--- src/rtl/wdt_servicer.sv ---
// -----------------------------------------------------------------------------
// wdt_servicer
//
// Supervised-side watchdog servicer. Periodically pulses o_clrwdt to keep an
// external watchdog timer from expiring, but only while the supervised logic
// keeps strobing i_heartbeat. If a whole kick window passes without a
// heartbeat, the kick is withheld on purpose so the watchdog can fire. The
// block then follows the watchdog's hardware-reset indication and re-arms
// after that reset is released.
//
// Ports:
//   i_clk           clock
//   i_rst_n         asynchronous active-low reset
//   i_enable        servicing enable; low returns the block to IDLE
//   i_kick_period   reload value; kick interval is i_kick_period+1 cycles
//   i_heartbeat     liveness strobe from the supervised logic
//   i_fail_safe     watchdog fail-safe indication (only recorded)
//   i_hardware_rst  watchdog hardware-reset indication
//   o_clrwdt        one-cycle watchdog clear pulse
//   o_state         IDLE=0, ARMED=1, STARVED=2, RESET_HOLD=3
//   o_starved       high while in STARVED
//   o_fail_seen     sticky record of i_fail_safe since reset
//   o_kick_count    number of kicks issued, wraps
//   o_rst_count     number of hardware resets observed, saturates
// -----------------------------------------------------------------------------
module wdt_servicer #(
    parameter int CNT_W     = 32,
    parameter int RST_CNT_W = 8
) (
    input  logic                 i_clk,
    input  logic                 i_rst_n,
    input  logic                 i_enable,
    input  logic [CNT_W-1:0]     i_kick_period,
    input  logic                 i_heartbeat,
    input  logic                 i_fail_safe,
    input  logic                 i_hardware_rst,
    output logic                 o_clrwdt,
    output logic [1:0]           o_state,
    output logic                 o_starved,
    output logic                 o_fail_seen,
    output logic [CNT_W-1:0]     o_kick_count,
    output logic [RST_CNT_W-1:0] o_rst_count
);

    typedef enum logic [1:0] {
        ST_IDLE       = 2'd0,
        ST_ARMED      = 2'd1,
        ST_STARVED    = 2'd2,
        ST_RESET_HOLD = 2'd3
    } state_t;

    state_t                 state_reg, state_next;
    logic [CNT_W-1:0]       cnt_reg, cnt_next;
    logic                   hb_flag_reg, hb_flag_next;
    logic                   clrwdt_reg, clrwdt_next;
    logic                   starved_reg, starved_next;
    logic                   fail_seen_reg, fail_seen_next;
    logic [CNT_W-1:0]       kick_count_reg, kick_count_next;
    logic [RST_CNT_W-1:0]   rst_count_reg, rst_count_next;

    // One-cycle decisions produced by the state logic.
    logic                   kick;
    logic                   rst_event;

    // -------------------------------------------------------------------------
    // State register and registered outputs
    // -------------------------------------------------------------------------
    always_ff @(posedge i_clk or negedge i_rst_n) begin
        if (!i_rst_n) begin
            state_reg      <= ST_IDLE;
            cnt_reg        <= '0;
            hb_flag_reg    <= 1'b0;
            clrwdt_reg     <= 1'b0;
            starved_reg    <= 1'b0;
            fail_seen_reg  <= 1'b0;
            kick_count_reg <= '0;
            rst_count_reg  <= '0;
        end else begin
            state_reg      <= state_next;
            cnt_reg        <= cnt_next;
            hb_flag_reg    <= hb_flag_next;
            clrwdt_reg     <= clrwdt_next;
            starved_reg    <= starved_next;
            fail_seen_reg  <= fail_seen_next;
            kick_count_reg <= kick_count_next;
            rst_count_reg  <= rst_count_next;
        end
    end

    // -------------------------------------------------------------------------
    // Next-state logic
    // The watchdog's hardware reset wins over everything, then a dropped
    // enable, then the normal per-state behaviour.
    // -------------------------------------------------------------------------
    always_comb begin
        state_next   = state_reg;
        cnt_next     = cnt_reg;
        hb_flag_next = hb_flag_reg;
        kick         = 1'b0;
        rst_event    = 1'b0;

        if (i_hardware_rst && (state_reg != ST_RESET_HOLD)) begin
            // A reset is in progress: never kick, forget the current window.
            state_next   = ST_RESET_HOLD;
            cnt_next     = '0;
            hb_flag_next = 1'b0;
            rst_event    = 1'b1;
        end else if (!i_enable && (state_reg != ST_RESET_HOLD)) begin
            // RESET_HOLD deliberately ignores enable so the reset is tracked
            // to its end even if software disables servicing meanwhile.
            state_next   = ST_IDLE;
            cnt_next     = '0;
            hb_flag_next = 1'b0;
        end else begin
            unique case (state_reg)
                ST_IDLE: begin
                    // Enable is known high here: issue the initial kick.
                    kick         = 1'b1;
                    cnt_next     = i_kick_period;
                    hb_flag_next = 1'b0;
                    state_next   = ST_ARMED;
                end
                ST_ARMED: begin
                    if (cnt_reg != '0) begin
                        cnt_next     = cnt_reg - CNT_W'(1);
                        hb_flag_next = hb_flag_reg | i_heartbeat;
                    end else if (hb_flag_reg || i_heartbeat) begin
                        // A heartbeat on the expiry edge still counts for
                        // the window that is closing.
                        kick         = 1'b1;
                        cnt_next     = i_kick_period;
                        hb_flag_next = 1'b0;
                    end else begin
                        state_next   = ST_STARVED;
                    end
                end
                ST_STARVED: begin
                    // Sticky until the watchdog resets us or enable drops;
                    // a late heartbeat must not hide the failure.
                    state_next = ST_STARVED;
                end
                ST_RESET_HOLD: begin
                    if (!i_hardware_rst) begin
                        state_next = ST_IDLE;
                    end
                end
                default: begin
                    state_next = ST_IDLE;
                end
            endcase
        end
    end

    // -------------------------------------------------------------------------
    // Output and statistics next values
    // -------------------------------------------------------------------------
    always_comb begin
        clrwdt_next     = kick;
        starved_next    = (state_next == ST_STARVED);
        fail_seen_next  = fail_seen_reg | i_fail_safe;
        kick_count_next = kick ? (kick_count_reg + CNT_W'(1)) : kick_count_reg;
        rst_count_next  = rst_count_reg;
        if (rst_event && (rst_count_reg != {RST_CNT_W{1'b1}})) begin
            rst_count_next = rst_count_reg + RST_CNT_W'(1);
        end
    end

    assign o_clrwdt     = clrwdt_reg;
    assign o_state      = state_reg;
    assign o_starved    = starved_reg;
    assign o_fail_seen  = fail_seen_reg;
    assign o_kick_count = kick_count_reg;
    assign o_rst_count  = rst_count_reg;

endmodule
--- config.mk ---
export PLATFORM = sky130hd
export DESIGN_NAME = wdt_servicer
export DESIGN_NICKNAME = d
export VERILOG_FILES = /design/src/rtl/wdt_servicer.sv
export SDC_FILE = /design/constraint.sdc
export NUM_CORES = 1
export LEC_CHECK = 0
export CORE_MARGIN = 4
export CORE_UTILIZATION = 29
export DETAILED_ROUTE_END_ITERATION = 10
export HOLD_SLACK_MARGIN = 0.05
export SYNTH_ARGS = -nofsm -noshare
export SYNTH_HDL_FRONTEND = slang
export SYNTH_SLANG_ARGS = --single-unit
--- constraint.sdc ---
create_clock -name i_clk -period 2.9 [get_ports i_clk]
set_input_delay 0.29 -clock i_clk [delete_from_list [all_inputs] [get_ports i_clk]]
set_output_delay 0.29 -clock i_clk [all_outputs]
set_load 0.05 [all_outputs]
==> impl_results.md, run 1 <==
* Pwr dens at 659 mW/mm2
* Endpoints failing setup at 0
* Final WL at 11300 um
* CP arrival at 2.92 ns
* Initial antenna violation count at 0
* Switching Share at 34.9%
* Setup bufs post-CTS at 0
* Maximum vdd drop at 648 uV
* Hold Path Class: in2async
* Placed inst area at 0.00528 mm2
* IO Port Bufs at 82
* Status: completed
* WP data required at 3.13 ns
* CTS tree: done
* Die Y at 127 um
* Placed insts at 694
* Pre-Repair DR Iteration Count at 5
* Ant diodes at 0
* Setup TNS at 0 ns
* RSZ-0062 raised after global routing: false
* Fin cells at 710
* Clk_skew at 0.00574 ns
* Antenna Nets Post-Route at 0
* Clk root buf: clkbuf_16
* P&R area growth vs syn at 35.6%
* Layout cells sized above 1 at 11.3%
* Most frequent cells after synthesis: dfrtp_1, nor2_1, a21oi_1
* Combinational Power Share at 31.1%
* Synth Net Count at 472
* Vias in the first global route at 3641
* Clock Latency Late Sink at 0.34 ns
* Hpwl dp at 7980 um
* Final Power at 3.70 mW
* Crit Path Class: reg2reg
* Startpoint Class: register
* Sequential fraction of the synthesis area at 47.2%
* Vias at 3630
* CP Max Fanout at 15
* Worst Tran Pin Value at 1.01 ns
* Hold_ws at 0.117 ns
* GRT Util Overall at 14.3%
* Most common cell in the synthesized netlist: dfrtp_1
* Die X-Extent at 127 um
* Reg power frac at 35.7%
* Int Pwr at 2.41 mW
* Sw Pwr at 1.29 mW
* Tcrit/Tclk final at 92.9%
* Min Tclk post-route at 2.69 ns
* Total CTS buffers at 9
* Fmax achieved at 371 MHz
* Synth top area cells: dfrtp_1, xnor2_1, o2bb2ai_1
* Clock sinks at 78
* CTS Hold Buffers Added at 0
* Pins Over Slew Limit at 0
* Dominant cell type by area after synthesis: dfrtp_1
* Largest net degree at the start of global routing at 79
* Max-cap violation count at 0
* Final instance area at 0.00561 mm2
* Vias per cell at 5.11
* Post-synth EDFFs at 0
* Yosys reg bits at 78
* Placer Congestion at 0.881
* Core area at 0.0139 mm2
* Crit. End Element: register
* Slew Limit Headroom at 32.5%
* Clk pwr share at 33.2%
* Initial Util at 29.7%
* Starting DRC count in detailed routing at 242
* First-pass GRT wire length at 18500 um
* Post-Syn Area per Cell at 9.60 um2
* Area of the mapped netlist at 0.00414 mm2
* Synth Instances at 431
* Top-area cell type share of the netlist area at 47.2%
* GRT Residual Overflow at 0
* Ys flop type: dfrtp_1
* Post-synth cell types at 50
* Hold Vio Cnt, Final at 0
* Pleak at 2.33 nW
* H-tree lvl count at 3
* Io pins at 83
* Ys Warns at 0
* Post-layout nets at 566
* Rows at 43
* DRC violations left at 0
* Die Area at 0.0162 mm2
* Asr flop ratio synth at 100%
* Routed WL per cell at 15.9 um
* Clk slew on worst S/H paths at 0.06 ns
* Max Root-Sink Buffers at 2
power by group through the flow:
stage / clock network (mW) / registers, mW / logic (mW)
global route: 1.31 / 1.34 / 1.26
finish: 1.23 / 1.32 / 1.15
global placement: 0 / 1.33 / 1.13
floorplan: 0 / 1.53 / 0.518
detailed placement: 0 / 1.34 / 1.14
CTS: 1.27 / 1.32 / 1.15
routing by layer:
| metal | vias to the layer above | routed length, um | GRT usage, % |
|---|---|---|---|
| met4 | 0 | 136 | 4.04 |
| met5 | - | 0 | 0 |
| met1 | 1743 | 4970 | 18.3 |
| li1 | 1762 | - | - |
| met2 | 111 | 5500 | 23.3 |
| met3 | 14 | 661 | 4.72 |
layout by cell type, fill, tap and decap left out, types with 7 or more instances in the layout:
| cell | n |
|---|---|
| o2bb2ai_1 | 19 |
| xnor2_1 | 30 |
| dfrtp_1 | 78 |
| inv_1 | 12 |
| nand3_1 | 12 |
| nand2_1 | 32 |
| o22ai_1 | 7 |
| o21ai_0 | 29 |
| nor3_1 | 23 |
| clkdlybuf4s50_1 | 81 |
| nor4_1 | 12 |
| nor2_1 | 35 |
| clkbuf_16 | 9 |
| buf_4 | 20 |
| xor2_1 | 7 |
| nand4_1 | 16 |
| a21oi_1 | 33 |
repair_timing:
action	in CTS	in global routing
gates resized for setup	0	3
hold endpoints to repair	0	0
setup endpoints to repair	0	19
logic make-up (layout without fill, tap and decap cells):
family	after synthesis	after routing	share of synthesized area [%]
simple gates	170	170	22.8
fa+ha+maj	3	3	0.907
xor+xnor	38	38	8.22
buf+inv	32	131	3.42
compound gates	106	106	16.4
flops	78	78	47.2
mux	4	4	1.03
metrics by stage:
stage	setup slack, ns	utilization [%]
2_1_floorplan	0.231	-
3_3_place_gp	0.168	37.9
3_5_place_dp	0.110	37.9
4_1_cts	0.0941	40.2
5_1_grt	0.00987	40.3
6_report	0.205	40.3
worst max-delay path: stages, from the launching register on:
cell     delay (ns)
dfrtp_1        0.44
or4_4          0.56
or3_4          0.40
o41a_4         0.42
nor3b_4        0.19
buf_4          0.26
nand4_1        0.15
xnor2_1        0.16
layout make-up:
type	count	area [um2]
Clock inverter	6	85.1
Clock buffer	10	239
Multi-Input combinational cell	321	2070
Sequential cell	78	1950
Inverter	12	45.0
Fill cell	1368	8320
Timing Repair Buffer	103	1000
Tap cell	180	225
final timing paths:
kind / start / endpoint / slack [ns] / depth (start not counted)
min in group i_clk: o_kick_count[31] / o_kick_count[31] / 0.47 / 1
setup reg to reg: cnt_reg[16] / o_kick_count[24] / 0.21 / 7
hold / removal: i_rst_n / o_fail_seen / 0.12 / 1
max in group asynchronous: i_rst_n / o_kick_count[6] / 2.13 / 1
hold reg to reg: o_kick_count[31] / o_kick_count[31] / 0.47 / 1
setup / recovery: cnt_reg[16] / o_kick_count[24] / 0.21 / 7
(Power assumes the default switching activity.)
==> run 2, diff against run 1 <==
- SETUP_SLACK_MARGIN: not set -> 0.4
- clock period: 2.9 -> 2.6 ns (I/O delays scaled with it)
==> impl_results.md, run 2 (synthesized netlist as in run 1, its figures left out) <==
* Placed insts at 708 (+2.0%)
* Layout cells sized above 1 at 28.3% (+17 points)
* Leading cell types in the layout, fill and taps excluded: clkdlybuf4s50_1, dfrtp_1, buf_4
* CP arrival at 2.72 ns (-0.20 ns)
* Fmax achieved at 403 MHz (+8.5%)
* GRT Residual Overflow at 0 (unchanged)
* Post-layout nets at 602 (+6.4%)
* Most used routing layer: met2
* M2 GR Usage at 24.1% (+0.84 points)
* Die X-Extent at 127 um (unchanged)
* Pre-Repair DR Iteration Count at 4 (-1)
* Worst setup margin at 0.116 ns (-0.0890 ns)
* GRT Util Overall at 15.4% (+1.0 points)
* Endpoints failing setup at 0 (unchanged)
* Pleak at 2.67 nW (+15%)
* Met3 usage at 3.47% (-1.3 points)
* Hold Path Class: reg2reg
* Die Y at 127 um (unchanged)
* Slew Limit Headroom at 56.9% (+24 points)
* H-tree lvl count at 3 (unchanged)
* Setup WS pre-CTS at 0.0862 ns (-0.0236 ns)
* First-pass GRT wire length at 19700 um (+6.8%)
* Core area at 0.0139 mm2 (unchanged)
* WP data required at 2.83 ns (-0.30 ns)
* Largest net degree at the start of global routing at 47 (-41%)
* Antenna Nets Post-Route at 0 (unchanged)
* Critical path's largest stage delay at 0.54 ns (-0.02 ns)
* Status: completed
* Final WL at 12600 um (+12%)
* Vias in the first global route at 3833 (+5.3%)
* Tcrit/Tclk final at 95.5% (+2.6 points)
* Max Root-Sink Buffers at 2 (unchanged)
* Crit. End Element: register
* Worst Tran Pin Value at 0.647 ns (-0.366 ns)
* Util after Layout at 45.2% (+4.9 points)
* Clk root buf: clkbuf_16
* RSZ-0062 raised after global routing: true
* Initial antenna violation count at 0 (unchanged)
* Crit Path Class: reg2reg
* P&R area growth vs syn at 52.1%
* Placer Congestion at 0.861 (-2.2%)
* Max-cap violation count at 0 (unchanged)
* Clock Latency Late Sink at 0.35 ns (about the same)
* WP buf/inv at 2 (+1)
* IO Port Bufs at 82 (unchanged)
* Pins Over Slew Limit at 0 (unchanged)
* Clk slew on worst S/H paths at 0.06 ns (about the same)
* Maximum vdd drop at 505 uV (-22%)
* Vias at 3825 (+5.4%)
* Routed WL per cell at 16.9 um (+6.3%)
* DRC violations left at 0 (unchanged)
* Final Power at 4.32 mW (+17%)
* CTS tree: done
* Min Tclk post-route at 2.48 ns (-0.211 ns)
* Vias per cell at 5.13 (+0.29%)
* Total CTS buffers at 9 (unchanged)
* Top delay family on crit path: simple AND/OR/NAND/NOR gates
* Pwr dens at 686 mW/mm2 (+4.1%)
* CP max-delay cell: or4_4
* Initial Util at 29.7% (unchanged)
* Io pins at 83 (unchanged)
* Die Area at 0.0162 mm2 (unchanged)
* GR Util met1 at 20.9% (+2.6 points)
* Hpwl dp at 8410 um (+5.4%)
* Hold Vio Cnt, Final at 0 (unchanged)
* Starting DRC count in detailed routing at 195 (-19%)
* Hold_ws at 0.464 ns (+0.347 ns)
* Rows at 43 (unchanged)
* CP Max Fanout at 8 (-7)
* Clock sinks at 78 (unchanged)
* Ant diodes at 0 (unchanged)
* Clk_skew at 0.0108 ns (+0.00502 ns)
* Startpoint Class: register
* CP Cell Sequence: or4_4 -> or3_4 -> buf_6 -> nor4_4 -> buf_4 -> nor2_4 -> a32o_1 -> a21o_1
* Fin cells at 746 (+5.1%)
* Commonest non-fill, non-tap cell in the layout: clkdlybuf4s50_1
[run 2: cell count changes in the layout (fill, tap and decap cells not counted), sizes merged]
cell / change
clkinvlp: -2
clkinv: +3
dlygate4sd3: +1
buf: +35
bufinv: -2
clkbuf: +1
[run 2: power breakdown]
group,switching [mW],internal (mW),total (mW)
registers,0.149,1.33,1.47
clock network,0.533,0.707,1.24
logic,0.943,0.661,1.60
[run 2: layer usage]
metal | part of all wire [%] | routed length, um
met1 | 45 | 5720
met4 | 1.7 | 211
met5 | 0 | 0
met3 | 4.2 | 531
met2 | 49 | 6110
[run 2: worst paths after layout]
| kind | cells after the start | from | slack, ns | end |
|---|---|---|---|---|
| setup / recovery | 8 | cnt_reg[17] | 0.12 | cnt_reg[28] |
| hold / removal | 1 | o_fail_seen | 0.46 | o_fail_seen |
| setup reg to reg | 8 | cnt_reg[17] | 0.12 | cnt_reg[28] |
| hold reg to reg | 1 | o_fail_seen | 0.46 | o_fail_seen |
| max in group asynchronous | 3 | i_rst_n | 1.49 | o_starved |
| min in group asynchronous | 2 | i_rst_n | 0.49 | cnt_reg[18] |
[run 2: timing repair]
item	in CTS	in global routing
pin swaps	27	19
hold endpoints to repair	45	0
endpoints found under the setup margin	68	68
resized for setup	64	36
hold buffers	1	0
gates cloned	3	0
buffers inserted	11	7
[run 2: area by class of cell]
cell class                 instances  area [um2]
multi-input combinational        321        2420
clock inverter                     5        43.8
timing repair buffer             139        1350
inverter                          12        45.0
clock buffer                      11         253
tap                              180         225
sequential                        78        1950
fill                            1267        7640
[run 2: worst reg2reg max path, delay by kind of cell, from the launching register on]
kind / cells / cell delay, ns
AND/OR/NAND/NOR: 4 / 1.25
flip-flops: 1 / 0.38
buffers and inverters: 2 / 0.38
AO/OA/AOI/OAI: 2 / 0.37
[run 2: per-stage QoR]
stage,setup TNS (ns),area (um2)
after floorplan,-0.0516,4210
after detailed placement,0,5420
final,0,6300
after global placement,0,5420
after CTS,0,6040
after global routing,0,6300
